===== src/rtl/sram_arbiter_pkg.sv =====
// Shared types for the SRAM access arbiter: controller states and requester ids.
package sram_arbiter_pkg;

  typedef enum logic [1:0] {
    IDLE   = 2'd0,
    ACCESS = 2'd1,
    RESP   = 2'd2
  } state_t;

  localparam logic PORT_IFETCH = 1'b0;
  localparam logic PORT_LSU    = 1'b1;

endpackage


===== src/rtl/sram_arbiter_rr_arbiter2.sv =====
// Two-way round-robin arbiter; a tie goes to the port that did not win the last accepted grant.
module rr_arbiter2
  import sram_arbiter_pkg::*;
(
  input  logic       clk,
  input  logic       rst,
  input  logic [1:0] req,
  input  logic       grant_taken,
  output logic [1:0] gnt
);

  logic r_lastGrant;

  always_ff @(posedge clk) begin
    if (rst) begin
      r_lastGrant <= PORT_IFETCH;
    end else if (grant_taken) begin
      r_lastGrant <= gnt[1];
    end
  end

  always_comb begin
    gnt = 2'b00;
    case (req)
      2'b01:   gnt = 2'b01;
      2'b10:   gnt = 2'b10;
      2'b11:   gnt = (r_lastGrant == PORT_LSU) ? 2'b01 : 2'b10;
      default: gnt = 2'b00;
    endcase
  end

endmodule


===== src/rtl/sram_arbiter.sv =====
// Arbitrates instruction-fetch and load/store ports onto a single-port SRAM,
// one access per three cycles: accept, strobe, respond.
module sram_arbiter
  import sram_arbiter_pkg::*;
#(
  parameter int ADDRESS = 20,
  parameter int DATA    = 8,
  parameter int DEPTH   = 20
) (
  input  logic               clk,
  input  logic               rst,
  input  logic               p0_req_valid,
  output logic               p0_req_ready,
  input  logic               p0_req_write,
  input  logic [ADDRESS-1:0] p0_req_addr,
  input  logic [DATA-1:0]    p0_req_wdata,
  output logic               p0_rsp_valid,
  output logic [DATA-1:0]    p0_rsp_rdata,
  output logic               p0_rsp_err,
  input  logic               p1_req_valid,
  output logic               p1_req_ready,
  input  logic               p1_req_write,
  input  logic [ADDRESS-1:0] p1_req_addr,
  input  logic [DATA-1:0]    p1_req_wdata,
  output logic               p1_rsp_valid,
  output logic [DATA-1:0]    p1_rsp_rdata,
  output logic               p1_rsp_err,
  output logic               sram_chip_select,
  output logic               sram_read,
  output logic               sram_write,
  output logic [ADDRESS-1:0] sram_addr,
  output logic [DATA-1:0]    sram_data_in,
  input  logic [DATA-1:0]    sram_data_out
);

  localparam logic [ADDRESS-1:0] LP_DEPTH = ADDRESS'(DEPTH);

  state_t               r_state;
  state_t               w_nextState;
  logic                 r_write;
  logic [ADDRESS-1:0]   r_addr;
  logic [DATA-1:0]      r_wdata;
  logic                 r_port;
  logic                 r_err;
  logic [1:0]           w_gnt;
  logic [1:0]           w_arbReq;
  logic                 w_handshake;
  logic                 w_selWrite;
  logic [ADDRESS-1:0]   w_selAddr;
  logic [DATA-1:0]      w_selWdata;
  logic [DATA-1:0]      w_rspData;

  // Requests are only offered to the arbiter while idle and out of reset,
  // so a grant is always a completed handshake.
  assign w_arbReq    = {p1_req_valid, p0_req_valid} & {2{(r_state == IDLE) && !rst}};
  assign w_handshake = |w_gnt;

  rr_arbiter2 u_rrArbiter (
    .clk         (clk),
    .rst         (rst),
    .req         (w_arbReq),
    .grant_taken (w_handshake),
    .gnt         (w_gnt)
  );

  assign w_selWrite = w_gnt[1] ? p1_req_write : p0_req_write;
  assign w_selAddr  = w_gnt[1] ? p1_req_addr  : p0_req_addr;
  assign w_selWdata = w_gnt[1] ? p1_req_wdata : p0_req_wdata;

  always_ff @(posedge clk) begin
    if (rst) begin
      r_state <= IDLE;
    end else begin
      r_state <= w_nextState;
    end
  end

  always_ff @(posedge clk) begin
    if (rst) begin
      r_write <= 1'b0;
      r_addr  <= '0;
      r_wdata <= '0;
      r_port  <= PORT_IFETCH;
      r_err   <= 1'b0;
    end else if (w_handshake) begin
      r_write <= w_selWrite;
      r_addr  <= w_selAddr;
      r_wdata <= w_selWdata;
      r_port  <= w_gnt[1];
      r_err   <= (w_selAddr >= LP_DEPTH);
    end
  end

  always_comb begin
    w_nextState = r_state;
    case (r_state)
      IDLE:    if (w_handshake) w_nextState = ACCESS;
      ACCESS:  w_nextState = RESP;
      RESP:    w_nextState = IDLE;
      default: w_nextState = IDLE;
    endcase
  end

  // Out-of-range requests still walk through ACCESS, just without strobes,
  // keeping error latency identical to a legal access.
  assign w_rspData = (!r_err && !r_write) ? sram_data_out : '0;

  always_comb begin
    p0_req_ready     = w_gnt[0];
    p1_req_ready     = w_gnt[1];
    sram_chip_select = 1'b0;
    sram_read        = 1'b0;
    sram_write       = 1'b0;
    sram_addr        = '0;
    sram_data_in     = '0;
    p0_rsp_valid     = 1'b0;
    p0_rsp_rdata     = '0;
    p0_rsp_err       = 1'b0;
    p1_rsp_valid     = 1'b0;
    p1_rsp_rdata     = '0;
    p1_rsp_err       = 1'b0;
    if (r_state == ACCESS && !r_err) begin
      sram_chip_select = 1'b1;
      sram_read        = !r_write;
      sram_write       = r_write;
      sram_addr        = r_addr;
      sram_data_in     = r_wdata;
    end
    if (r_state == RESP) begin
      if (r_port == PORT_LSU) begin
        p1_rsp_valid = 1'b1;
        p1_rsp_rdata = w_rspData;
        p1_rsp_err   = r_err;
      end else begin
        p0_rsp_valid = 1'b1;
        p0_rsp_rdata = w_rspData;
        p0_rsp_err   = r_err;
      end
    end
  end

endmodule


===== config.mk =====
export PLATFORM = sky130hd
export DESIGN_NAME = sram_arbiter
export DESIGN_NICKNAME = d
export VERILOG_FILES = /design/src/rtl/sram_arbiter_pkg.sv /design/src/rtl/sram_arbiter_rr_arbiter2.sv /design/src/rtl/sram_arbiter.sv
export SDC_FILE = /design/constraint.sdc
export NUM_CORES = 1
export LEC_CHECK = 0
export ABC_CLOCK_PERIOD_IN_PS = 3000
export BUFFER_PORTS_ARGS = -buffer_cell sky130_fd_sc_hd__buf_2
export CAP_MARGIN = 0
export CORE_MARGIN = 5
export CORE_UTILIZATION = 46
export CTS_CLUSTER_SIZE = 24
export DETAILED_ROUTE_END_ITERATION = 7
export GPL_ROUTABILITY_DRIVEN = 0
export HOLD_SLACK_MARGIN = 0.12
export PLACE_DENSITY_LB_ADDON = 0.05
export SLEW_MARGIN = 5
export SYNTH_ARGS = -nofsm -noshare
export SYNTH_HDL_FRONTEND = slang
export SYNTH_HIERARCHICAL = 1
export SYNTH_SLANG_ARGS = --single-unit

===== constraint.sdc =====
create_clock -name clk -period 3 [get_ports clk]
set_input_delay 0.3 -clock clk [delete_from_list [all_inputs] [get_ports clk]]
set_output_delay 0.3 -clock clk [all_outputs]
set_load 0.005 [all_outputs]

==> results of run 1 <==
Yosys cell counts:
cell / count / area (um2)
nor2b_1: 7 / 43.8
o211ai_1: 1 / 7.51
and2_1: 34 / 213
a21oi_1: 28 / 140
buf_1: 3 / 11.3
nor2_1: 58 / 218
inv_1: 3 / 11.3
nor3_1: 7 / 35.0
nor3b_2: 2 / 25.0
a31o_1: 1 / 8.76
or2_2: 1 / 6.26
o2111a_1: 1 / 11.3
nand2b_1: 1 / 6.26
or4_1: 3 / 22.5
buf_2: 4 / 20.0
o22a_1: 1 / 8.76
and3b_1: 1 / 8.76
or4b_1: 3 / 30.0
a21boi_2: 1 / 11.3
mux2i_1: 25 / 250
clkbuf_1: 13 / 48.8
and3_1: 16 / 100
o22ai_1: 2 / 12.5
a21boi_0: 1 / 7.51
o21ai_0: 1 / 5.00
dfxtp_1: 34 / 681
a211oi_1: 4 / 30.0
nor3b_1: 1 / 7.51
final timing paths:
kind,end,slack (ps),start
min,r_wdata[6],250,p1_req_wdata[6]
max reg2reg,r_err,620,r_state[0]
min reg2reg,r_addr[6],500,r_addr[6]
max,r_err,620,r_state[0]
layout make-up:
| class | instances | area (um2) | area share |
|---|---|---|---|
| well taps | 50 | 62.6 | 0.0227 |
| multi-input cells | 200 | 1230 | 0.447 |
| repair buffers | 128 | 656 | 0.238 |
| clock buffers | 6 | 82.6 | 0.0300 |
| clock inverters | 1 | 30.0 | 0.0109 |
| inverters | 3 | 11.3 | 0.00409 |
| flip-flops and latches | 34 | 681 | 0.247 |
worst max-delay path, cell delays in order, from the launching register on:
cell	delay (ps)
dfxtp_1	340
nor3_1	260
and2_1	250
a21boi_4	460
buf_4	450
o211ai_1	150
o2111a_1	170
a211oi_1	220
power by group through the flow:
stage	Clock [mW]	Sequential, mW	Combinational [mW]
floorplan	0	0.512	0.158
global placement	0	0.517	0.250
detailed placement	0	0.518	0.254
CTS	0.433	0.508	0.254
global route	0.454	0.513	0.286
finish	0.428	0.508	0.252
state kept, by name, summed over array words and instances, names as in the netlist:
signal and flops:
r_addr 20, r_state 2, u_rrArbiter/r_lastGrant 1, r_wdata 8, r_err 1, r_write 1
r_port 1
logic make-up after synthesis:
group	share of synthesized area
AOI/OAI and AO/OA	0.123
buffers and inverters	0.0461
DFF	0.344
muxes	0.126
and+or+nand+nor	0.361
layer usage:
layer,vias to the layer above,share of wire,track usage
met5,-,0,0
met4,0,0.0077,0.0466
met1,933,0.44,0.237
met2,70,0.46,0.324
met3,7,0.098,0.0567
li1,1102,-,-
==> metrics.cfg, run 1 <==
[status]
status=finished clean

[grt]
grt_start_max_net_pins=44
grt_pass1_vias=1964
gr-usage-all-layers=0.191
grt_pass1_wl_um=8560
grt_antenna_before_repair=0
gr-total-overflow=0

[die]
io_pins=123
rows=23
dieHeight_um=75.6
core_mm2=0.00409
die_width_um=75.6
initial_core_util=0.485
dieArea_mm2=0.00572

[cells_and_area]
syn_to_final_growth_pct=39.0
fin_area_mm2=0.00275
most-common-layout-cells=122 x buf_2, 57 x nor2_1, 34 x and2_1, 34 x dfxtp_1, 28 x a21oi_1
finalNonFillerCells=422
fin_util=0.674
layout-drive-gt1-share=0.379
num-fill-cells=390
fin_nets=442
diodes=0
layout_commonest_cell=buf_2

[synthesis]
syn-num-nets=327
synth.avg_cell_area_um2=7.71
syn_inst=257
syn_area_mm2=0.00198
yosysSeqAreaShare=0.344
ys_ff_latch=34
ys_types=28
ys_warn_count=6

[timing]
setup_tns_ps=0
post-route-period-util=0.793
drv_slew=0
grt_setup_unrepaired=false
fmax_mhz=420
fin_skew_ps=5.96
finalSetupViolCount=0
hold_viol=0
fin_crit_ps=2380
whs_ps=247
tightest_slew_ps=654
timing.final.ws_setup_ps=620
slew_headroom=0.562

[setup_path]
critPathMaxFanout=43
cp-start-kind=flop
required_ps=3200
cp-end-kind=flop
path_class=reg2reg
r2r_cells=7
cp.arrival_ps=2580

[placed_design]
hpwl_um=4320
place_inst=415
dpl_cell_area_mm2=0.00264
post-place-ws_ps=616
portBuffers=122

[power]
switching_share=0.265
finalPower_mw=1.19
p_per_area_mw_per_mm2=432
power.switching_mw=0.316
leakage_nw=1.45
combPwrFrac=0.212
pwr-share-seq=0.427
ir_worst_vdd_mv=0.264
clkPwrFrac=0.360
p_int_mw=0.873

[clocking]
clk_latency_ps=280
clk_path_buf_depth=2
cts_tree=built
cts-buffers-inserted=5
cts_repair_resize_count=0
htreeDepth=2
clk_pin_slew_ps=70
cts_root_buf=clkbuf_8
hold_buffers=0
cts_setup_buffers=0
clock_sinks=34

[drt]
vias_per_cell=5.00
dr_total_vias=2112
dr.pass1.iters=4
drt.antenna.violating_nets=0
wl_per_cell_um=13.2
drc=0
finalWirelength_um=5580
drt_iter0_drc=111

[run]
drv_cap=0

[worst_hold_path]
hold_path_class=in2reg
min_path_cells=3

No activity file was read; power rests on OpenSTA's default activity.
==> inputs of run 2 (changes only) <==
Settings changed: ABC_AREA from default to 1, ABC_CLOCK_PERIOD_IN_PS 3000 to 2050, CORE_UTILIZATION 46 to 39.
Clock period 3 ns to 2.05 ns, I/O delays scaled along.
==> metrics.cfg, run 2 <==
[cells_and_area]
multi_input_area_um2=971
largestRegisters=r_addr (20), r_wdata (8), r_state (2)
num-fill-cells=541
fin_nets=549
syn_to_final_growth_pct=41.4
largest_reg_flops=20
regArea_um2=681
layout-drive-gt1-share=0.317
most-common-layout-cells=122 x buf_2, 79 x nand2_1, 72 x inv_1
regMostFlops=r_addr
layout_commonest_cell=buf_2
diodes=0

[worst_hold_path]
min_path_cells=2
hold_path_class=in2reg
hold_end=r_state[1]
min-delay-start=rst

[synthesis]
synthSimpleGateAreaFrac=0.312
synthXorXnorAreaFrac=0
yosysSeqAreaShare=0.330
yosys.area.top_type=dfxtp_1
ys_types=24
synthMuxAreaShare=0
synth_compound_area_frac=0.155
ys_warn_count=6
syn-num-nets=423
ys_ff_latch=34
synthAdderAreaFrac=0
yosysMostFrequentCell=nand2_1
synth_top_family_by_area=simple AND/OR/NAND/NOR gates
synth.avg_cell_area_um2=5.84
yosys-top-cells-count=79 x nand2_1, 74 x inv_1, 72 x nor2_1, 34 x dfxtp_1, 25 x o21ai_0
synth_flop_cell=dfxtp_1
synth_edf_count=0
ys_top_cells_by_area=dfxtp_1 33%, nand2_1 14%, inv_1 13%, nor2_1 13%, o21ai_0 6.1%
yosys.area.top_type_share=0.330
syn_area_mm2=0.00206
syn_inst=353
async_flop_share=0

[timing]
fin_skew_ps=4.03
drv_slew=0
timing.final.ws_setup_ps=223
post-route-period-util=0.891
fin_crit_ps=1830
grt_setup_unrepaired=false
tightest_slew_ps=458
finalSetupViolCount=0
hold_viol=0
setup_tns_ps=0
slew_headroom=0.693
fmax_mhz=547

[setup_path]
path_cells=nor2_1, nand2_1, nor2_1, a21boi_0, buf_4, nand2_1, nor2_1, nor2_1, nor2_1, nand2_1, nor2_1, nor2_1
timing.critical_path.mode_cell=nor2_1
reg2reg_slack_ps=220
max_stage_delay_ps=330
critPathMaxFanout=12
cp.arrival_ps=2010
crit_family=simple AND/OR/NAND/NOR gates
cp_num_buf_inv=1
rr_endpoint=r_err
r2r_cells=12
rr_startpoint=r_state[0]
path_class=reg2reg
cp-start-kind=flop
cpMaxStageDelayCell=dfxtp_1
cp-end-kind=flop
required_ps=2230

[die]
core_mm2=0.00511
dieHeight_um=82.7
initial_core_util=0.404
io_pins=123
die_width_um=82.7
dieArea_mm2=0.00685
rows=26

[status]
status=finished clean

[placed_design]
hpwl_um=4630
portBuffers=122
post-place-ws_ps=147

[grt]
grt_start_max_net_pins=42
grt_pass1_wl_um=9150
grt_antenna_before_repair=0
grt_pass1_vias=2167
gr-total-overflow=0
gr-usage-all-layers=0.171

[clocking]
clk_latency_ps=280
clk_pin_slew_ps=70
htreeDepth=2
clock_sinks=34
cts-buffers-inserted=5
hold_buffers=0
cts_root_buf=clkbuf_8
cts_tree=built
clk_path_buf_depth=2

[power]
ir_worst_vdd_mv=0.292
p_per_area_mw_per_mm2=623
finalPower_mw=1.82
leakage_nw=1.67

[drt]
finalWirelength_um=6420
wl_per_cell_um=11.7
drt_iter0_drc=147
vias_per_cell=4.46
dr.pass1.iters=4
drc=0
drt.antenna.violating_nets=0
dr_total_vias=2453

[run]
drv_cap=0

run 2: cell types whose count changed in the layout (fill, tap and decap cells not counted), moves of 16 or more:
cell,previous run,this run
mux2i_1,25,0
and3_1,16,0
o21ai_0,1,25
inv_1,3,72
nand2_1,0,79
and2_1,34,0
run 2: worst max-delay path by stage:
stage | to | from | slack (ps) | cells past startpoint
6_report | r_err | r_state[0] | 220 | 12
5_1_grt | r_err | r_state[0] | 1 | 15
4_1_cts | sram_addr[17] | r_state[1] | 20 | 6
3_5_place_dp | r_err | r_state[0] | 150 | 15
3_3_place_gp | r_err | r_state[0] | 160 | 15
2_1_floorplan | r_err | rst | 160 | 13
run 2: layout make-up:
class                      count  share of cell area
sequential                    34               0.233
tap                           70              0.0300
timing repair inverter         1             0.00257
multi-input combinational    224               0.333
timing repair buffer         136               0.261
clock buffer                   8              0.0378
inverter                      77               0.102
run 2: power by group:
group	total (mW)	leakage, nW	internal (mW)	switching [mW]
clock network	0.577	0.0575	0.339	0.238
registers	0.764	0.281	0.731	0.0333
logic	0.475	1.33	0.202	0.272
total	1.82	1.67	1.27	0.544
run 2: kinds of logic after synthesis:
kind of cell | count (synthesis)
buffers and inverters | 95
AND/OR/NAND/NOR | 165
flip-flops | 34
AO/OA/AOI/OAI | 59
run 2: stage by stage:
stage / instance area, um2 / utilization / instances / hold slack [ps]
detailed placement: 2710 / 0.531 / 534 / 429
finish: 2920 / 0.571 / 550 / 131
CTS: 2820 / 0.553 / 542 / 120
floorplan: 2060 / - / 353 / 274
global route: 2920 / 0.571 / 550 / 124
global placement: 2710 / 0.531 / 534 / 424
run 2: repair_timing:
item,4_1_cts,5_1_grt
endpoints found under the setup margin,0,32
hold endpoints to repair,0,0
gates resized for setup,0,7
setup buffers,0,6
run 2: per-layer routing:
| layer | share of wire | track usage |
|---|---|---|
| met1 | 0.41 | 0.194 |
| met2 | 0.48 | 0.312 |
| met3 | 0.11 | 0.0488 |
| met4 | 0.0040 | 0.0441 |
| met5 | 0 | 0 |
==> inputs of run 3 (changes only) <==
Settings changed: REMOVE_ABC_BUFFERS from default to 1.
==> metrics.cfg, run 3 (synthesis gave the netlist of run 2 again) <==
[status]
status=finished clean

[cells_and_area]
num-fill-cells=570
largestRegisters=r_addr (20), r_wdata (8), r_state (2)
diodes=0
regArea_um2=681
largest_reg_flops=20
regMostFlops=r_addr
fin_util=0.557
multi_input_area_um2=966
fin_nets=548
layout_commonest_cell=buf_2
syn_to_final_growth_pct=37.9
most-common-layout-cells=122 x buf_2, 79 x nand2_1, 72 x inv_1
finalNonFillerCells=549
layout-drive-gt1-share=0.311
fin_area_mm2=0.00285

[drt]
vias_per_cell=4.40
drt.antenna.violating_nets=0
wl_per_cell_um=11.1
finalWirelength_um=6120
drt_iter0_drc=110
dr.pass1.iters=6
dr_total_vias=2415
drc=0

[power]
power.switching_mw=0.531
finalPower_mw=1.72
switching_share=0.309
clkPwrFrac=0.295
p_per_area_mw_per_mm2=603
ir_worst_vdd_mv=0.336
combPwrFrac=0.259
pwr-share-seq=0.445
leakage_nw=1.64
p_int_mw=1.19

[timing]
finalSetupViolCount=0
hold_viol=0
drv_slew=0
post-route-period-util=0.879
timing.final.ws_setup_ps=247
setup_tns_ps=0
slew_headroom=0.676
fin_crit_ps=1800
grt_setup_unrepaired=false
fmax_mhz=555
fin_skew_ps=4.87
whs_ps=139
tightest_slew_ps=485

[placed_design]
post-place-ws_ps=195
hpwl_um=4530
place_inst=536
portBuffers=122
dpl_cell_area_mm2=0.00270

[run]
drv_cap=0

[clocking]
clk_pin_slew_ps=70
clk_latency_ps=280
cts_root_buf=clkbuf_8
clk_path_buf_depth=2
htreeDepth=2
cts-buffers-inserted=5
clock_sinks=34
cts_tree=built

[worst_hold_path]
hold_end=r_state[1]
hold_path_class=in2reg
min_path_cells=2
min-delay-start=rst

[setup_path]
path_cells=nor2_1, nand2_1, nor2_1, nand2_1, nand2_1, inv_2, inv_6, nand2_2, buf_4, o21ai_0, a21oi_1
cp-end-kind=flop
cp_num_buf_inv=3
r2r_cells=11
reg2reg_slack_ps=250
cp.arrival_ps=1970
cp-start-kind=flop
critPathMaxFanout=24
rr_startpoint=r_state[0]
timing.critical_path.mode_cell=nand2_1
path_class=reg2reg
cpMaxStageDelayCell=dfxtp_1
cp-startpoint=r_state[0]
rr_endpoint=r_addr[19]
crit_family=simple AND/OR/NAND/NOR gates
max_stage_delay_ps=320
required_ps=2220

[die]
initial_core_util=0.404
rows=26
core_mm2=0.00511
dieArea_mm2=0.00685
dieHeight_um=82.7
die_width_um=82.7
io_pins=123

[grt]
grt_antenna_before_repair=0
gr-usage-all-layers=0.176
gr-total-overflow=0
grt_pass1_wl_um=9520
grt_pass1_vias=2235
grt_start_max_net_pins=31

run 3: cell count changes in the layout (fill, tap and decap cells not counted), sizes merged:
| cell | delta |
|---|---|
| dlygate4sd3 | +1 |
| buf | -1 |
| clkbuf | -2 |
| inv | +1 |
run 3: how the worst max path moves through the flow:
stage                     slack, ps  cells after the start            end
after floorplan                -620                      9     r_wdata[0]
after global placement          230                     13          r_err
after detailed placement        190                     13          r_err
after CTS                         6                      6  sram_addr[17]
after global routing              3                     13          r_err
final                           250                     11     r_addr[19]
run 3: layout make-up:
class / count / share of cell area
Clock inverter: 1 / 0.00176
Inverter: 77 / 0.105
Tap cell: 70 / 0.0308
Sequential cell: 34 / 0.239
Multi-Input combinational cell: 224 / 0.339
Clock buffer: 7 / 0.0303
Timing Repair Buffer: 135 / 0.251
Timing Repair inverter: 1 / 0.00264
run 3: metal layers:
layer,vias to the layer above,routed length (um),track usage
met1,1033,2830,0.226
met5,-,0,0
met4,0,20,0.0294
met3,2,482,0.0434
met2,78,2790,0.301
li1,1302,-,-
run 3: power by group through the flow:
stage	logic [mW]	clock network [mW]	registers, mW
floorplan	0.255	0	0.769
global placement	0.427	0	0.777
detailed placement	0.431	0	0.778
CTS	0.433	0.520	0.764
global route	0.516	0.549	0.774
finish	0.445	0.507	0.765
run 3: repair_timing:
action                                  in CTS  in global routing
endpoints found under the setup margin       0                 34
hold endpoints to repair                     0                  1
gates resized for setup                      0                  6
buffers inserted                             0                  3
hold buffers                                 0                  1
run 3: worst register-to-register path, cell delays in order, from the launching register on:
cell	delay, ps
dfxtp_1	320
nor2_1	110
nand2_1	100
nor2_1	140
nand2_1	70
nand2_1	90
inv_2	80
inv_6	170
nand2_2	170
buf_4	220
o21ai_0	160
a21oi_1	70
